<file path="config.mk">
export PLATFORM = sky130hd
export DESIGN_NAME = pipe_if_id_queue
export DESIGN_NICKNAME = d
export VERILOG_FILES = /design/src/rtl/pipe_if_id_queue.sv
export SDC_FILE = /design/constraint.sdc
export NUM_CORES = 1
export LEC_CHECK = 0
export ABC_AREA = 1
export CORE_UTILIZATION = 30
export CTS_BUF_LIST = sky130_fd_sc_hd__clkbuf_2 sky130_fd_sc_hd__clkbuf_4 sky130_fd_sc_hd__clkbuf_8
export CTS_CLUSTER_SIZE = 20
export DETAILED_ROUTE_END_ITERATION = 12
export GPL_ROUTABILITY_DRIVEN = 0
export SYNTH_ARGS = -nofsm -noshare
export SYNTH_HDL_FRONTEND = slang
export SYNTH_SLANG_ARGS = --single-unit
</file>
<file path="constraint.sdc">
create_clock -name clock -period 5.82 [get_ports clock]
set_input_delay 0.582 -clock clock [delete_from_list [all_inputs] [get_ports clock]]
set_output_delay 0.582 -clock clock [all_outputs]
set_load 0.005 [all_outputs]
</file>
<file path="src/rtl/pipe_if_id_queue.sv">
// IF/ID decoupling queue: DEPTH-entry circular FIFO of (pc, inst) pairs feeding a
// registered output stage to ID, with single-cycle flush and a bypass path when empty.
module pipe_if_id_queue #(
  parameter int ADDR_WIDTH = 32,
  parameter int INST_WIDTH = 32,
  parameter int DEPTH      = 4
) (
  input  logic                         clock,
  input  logic                         reset,
  input  logic                         discard,
  input  logic                         push_valid,
  input  logic [ADDR_WIDTH-1:0]        push_pc,
  input  logic [INST_WIDTH-1:0]        push_inst,
  output logic                         full,
  input  logic                         id_stall,
  output logic                         valid_o,
  output logic [ADDR_WIDTH-1:0]        pc_o,
  output logic [INST_WIDTH-1:0]        inst_o,
  output logic [$clog2(DEPTH+1)-1:0]   count
);

  localparam int PW = $clog2(DEPTH);
  localparam int CW = $clog2(DEPTH+1);

  // Handshake: IF offers (push_pc, push_inst) with push_valid; the offer is taken
  // only when full is low at that edge, otherwise it is lost and IF must re-present it.
  // ID consumes the output stage on every edge where id_stall is low.

  logic [ADDR_WIDTH-1:0] pc_mem_q   [DEPTH];
  logic [INST_WIDTH-1:0] inst_mem_q [DEPTH];

  logic [PW-1:0]         rd_ptr_q, rd_ptr_d;
  logic [PW-1:0]         wr_ptr_q, wr_ptr_d;
  logic [CW-1:0]         count_q, count_d;
  logic                  valid_q, valid_d;
  logic [ADDR_WIDTH-1:0] pc_q, pc_d;
  logic [INST_WIDTH-1:0] inst_q, inst_d;

  logic push_acc;
  logic pop;
  logic bypass;
  logic enq;

  assign full = (count_q == CW'(DEPTH));

  always_comb begin
    push_acc = push_valid && !full;
    pop      = 1'b0;
    bypass   = 1'b0;
    enq      = 1'b0;
    rd_ptr_d = rd_ptr_q;
    wr_ptr_d = wr_ptr_q;
    count_d  = count_q;
    valid_d  = valid_q;
    pc_d     = pc_q;
    inst_d   = inst_q;

    if (reset || discard) begin
      rd_ptr_d = '0;
      wr_ptr_d = '0;
      count_d  = '0;
      valid_d  = 1'b0;
      pc_d     = '0;
      inst_d   = '0;
    end else begin
      pop    = !id_stall && (count_q != '0);
      bypass = !id_stall && (count_q == '0) && push_acc;
      enq    = push_acc && !bypass;

      if (!id_stall) begin
        if (pop) begin
          valid_d = 1'b1;
          pc_d    = pc_mem_q[rd_ptr_q];
          inst_d  = inst_mem_q[rd_ptr_q];
        end else if (bypass) begin
          valid_d = 1'b1;
          pc_d    = push_pc;
          inst_d  = push_inst;
        end else begin
          valid_d = 1'b0;
          pc_d    = '0;
          inst_d  = '0;
        end
      end

      // Pointers wrap naturally because DEPTH is a power of two.
      if (pop) rd_ptr_d = rd_ptr_q + PW'(1);
      if (enq) wr_ptr_d = wr_ptr_q + PW'(1);
      count_d = count_q + CW'(enq) - CW'(pop);
    end
  end

  always_ff @(posedge clock) begin
    if (reset) begin
      rd_ptr_q <= '0;
      wr_ptr_q <= '0;
      count_q  <= '0;
      valid_q  <= 1'b0;
      pc_q     <= '0;
      inst_q   <= '0;
    end else begin
      rd_ptr_q <= rd_ptr_d;
      wr_ptr_q <= wr_ptr_d;
      count_q  <= count_d;
      valid_q  <= valid_d;
      pc_q     <= pc_d;
      inst_q   <= inst_d;
    end
  end

  // Entry storage is never reset; only slots between the pointers are ever read.
  always_ff @(posedge clock) begin
    if (enq) begin
      pc_mem_q[wr_ptr_q]   <= push_pc;
      inst_mem_q[wr_ptr_q] <= push_inst;
    end
  end

  assign valid_o = valid_q;
  assign pc_o    = pc_q;
  assign inst_o  = inst_q;
  assign count   = count_q;

endmodule

</file>
==> out/qor.csv <==
metric,value,unit
yosysUniqueCellTypes,23,
clock-root-buffer,clkbuf_8,
end_kind,flop,
leakagePower,6.30,nW
hpwl,18400,microns
whs_path_depth,2,
drtAntennaViolNets,0,
hold_viol,0,
r2r_slack,2240,ps
setup_viol,0,
grt_overflow,0,
gr-usage-all-layers,0.145,
drcViolationCount,0,
synth_area,0.0135,sq mm
cts-htree-levels,2,
yosys.area.top_type,edfxtp_1,
worst-endpoint-required,6060,ps
syn-num-nets,1377,
cts_resized,0,
cap_violations,0,
synth.area.top_cells,"edfxtp_1 57%, dfxtp_1 11%, nand2_1 11%, nand3_1 9.6%, nor2_1 3.9%",
fp-row-count,77,
nets,1508,
first_iter_violations,645,
yosysTopAreaCellShare,0.571,
first_global_vias,9058,
cts.sinks,330,
die_area,0.0457,sq mm
dr_total_vias,9302,
cts_setup_buffers,0,
postCtsHoldBufs,0,
initial_utilization,0.304,
startpoint_type,flop,
num_antenna_cells,0,
clkLatencyLatePin,610,ps
max_freq,279,MHz
hold_start,rd_ptr_q[1],
drt-total-wl,32800,microns
antenna_found_initial,1,
first_pass_iters,5,
hold_class,flop to flop,
yosys_warnings,0,
worstPathMaxFanout,66,
post-route-util,0.368,
synth_seq_cells,330,
fin_crit,3580,ps
ys_async_sr_fraction,0,
syn_area_per_cell,10.3,sq um
yosysSeqAreaShare,0.681,
fin_setup_tns,0,ps
synth_common_cells,"394 x nand2_1, 258 x nand3_1, 256 x edfxtp_1",
die_w,214,microns
period_share,0.615,
rr_startpoint,count[1],
syn_to_final_growth,20.9,%
power_density,303,mW/mm^2
max_slew_margin,0.265,
r2r-end,pc_mem_q[2][9],
yosysMostFrequentCell,nand2_1,
grt_max_degree,95,
grt_first_pass_wirelength,50700,microns
cts_tree,built,
r2r_cells,9,
viasPerCell,4.50,
maxSlewViolCount,0,
cts-buffers-inserted,55,
io_buffers,137,
die_h,214,microns
synth_ff_type,edfxtp_1,
rsz0062_at_grt,no,
status,"complete, no violations",
drive_above_1_share,0.0785,
worst_ep_arrival_time,3830,ps
design.core.area,0.0442,sq mm
clk_pin_slew,60,ps
fin_worst_skew,35.1,ps
cts.path.max_buffers,3,
syn_inst,1301,
fillerInstances,4362,
synth-edff-count,256,
io_pins,138,
wl_per_cell,15.8,microns
vdd_drop_max,0.000138,V
tightest_slew,1100,ps
criticalPathCategory,flop to flop,
==> logic make-up after synthesis <==
logic type	after synthesis	share of synthesized area
adders and majority gates	7	0.00706
buffers and inverters	159	0.0604
AOI/OAI and AO/OA	9	0.00353
DFF	330	0.681
and+or+nand+nor	796	0.248
==> power breakdown <==
part | internal (mW) | leakage, nW | switching (mW) | total (mW)
clock network | 1.05 | 0.565 | 0.905 | 1.95
logic | 0.150 | 2.83 | 0.231 | 0.381
registers | 2.58 | 2.91 | 0.0212 | 2.60
==> routing by layer <==
| layer | vias to the layer above | share of wire | wire, microns | global-route usage |
|---|---|---|---|---|
| li1 | 4602 | - | - | - |
| met5 | - | 0.00027 | 9 | 0 |
| met2 | 216 | 0.49 | 16100 | 0.245 |
| met1 | 4432 | 0.44 | 14500 | 0.187 |
| met4 | 2 | 0.016 | 534 | 0.0399 |
| met3 | 50 | 0.050 | 1620 | 0.0296 |
==> metrics by stage <==
step | instance area [sq um] | instances | setup slack [ps] | power (mW) | hold WS (ps)
after CTS | 16300 | 2069 | 2160 | 5.00 | 451
after floorplan | 13500 | 1301 | 1630 | 2.87 | 433
after global placement | 15200 | 1967 | 2140 | 3.03 | 431
after global routing | 16300 | 2069 | 1950 | 5.14 | 477
final | 16300 | 2069 | 2240 | 4.93 | 454
after detailed placement | 15200 | 1967 | 2110 | 3.03 | 442
==> layout by cell type (no fill, tap or decap), drive strengths merged <==
cell           netlist  routed
or2                  1       1
nand2              395     395
nand4                1       1
buf                 63      12
clkinv               0      22
nor2               141     141
clkdlybuf4s50        0     137
clkbuf              11      80
o21ai                4       4
inv                 84      83
nand3              258     258
edfxtp             256     256
clkinvlp             0       1
a21oi                4       4
ha                   6       6
a21boi               1       1
dfxtp               74      74
fa                   1       1
==> worst max path at each step <==
stage,from,to,slack [ps],depth (start not counted)
final,count[1],pc_mem_q[2][9],2240,9
after global routing,count[1],pc_mem_q[2][9],1950,9
after CTS,count[1],pc_mem_q[2][9],2160,9
after detailed placement,id_stall,inst_o[17],2110,9
after global placement,id_stall,pc_o[4],2140,9
after floorplan,push_valid,inst_mem_q[0][0],1630,5
==> registers in the layout, indices dropped and copies added, names as in the netlist, named ones only <==
register    count
wr_ptr_q        2
inst_o         32
pc_o           32
pc_mem_q      128
inst_mem_q    128
count           3
rd_ptr_q        2
valid_o         1
==> layout make-up <==
type,count,area (sq um),area share
multi-input cells,812,3520,0.216
flip-flops and latches,330,9180,0.564
well taps,592,741,0.0455
inverters,84,325,0.0200
clock buffers,80,951,0.0584
repair buffers,149,1460,0.0898
clock inverters,22,101,0.00623
==> critical path, stage by stage (launching register included) <==
cell	delay (ps)
dfxtp_1	460
nor2_4	90
nand2_4	720
inv_1	90
nand2_1	90
nand2_1	130
inv_1	130
nand2_1	230
nor2_4	780
buf_4	470
Power figures use the tool's default switching activity.
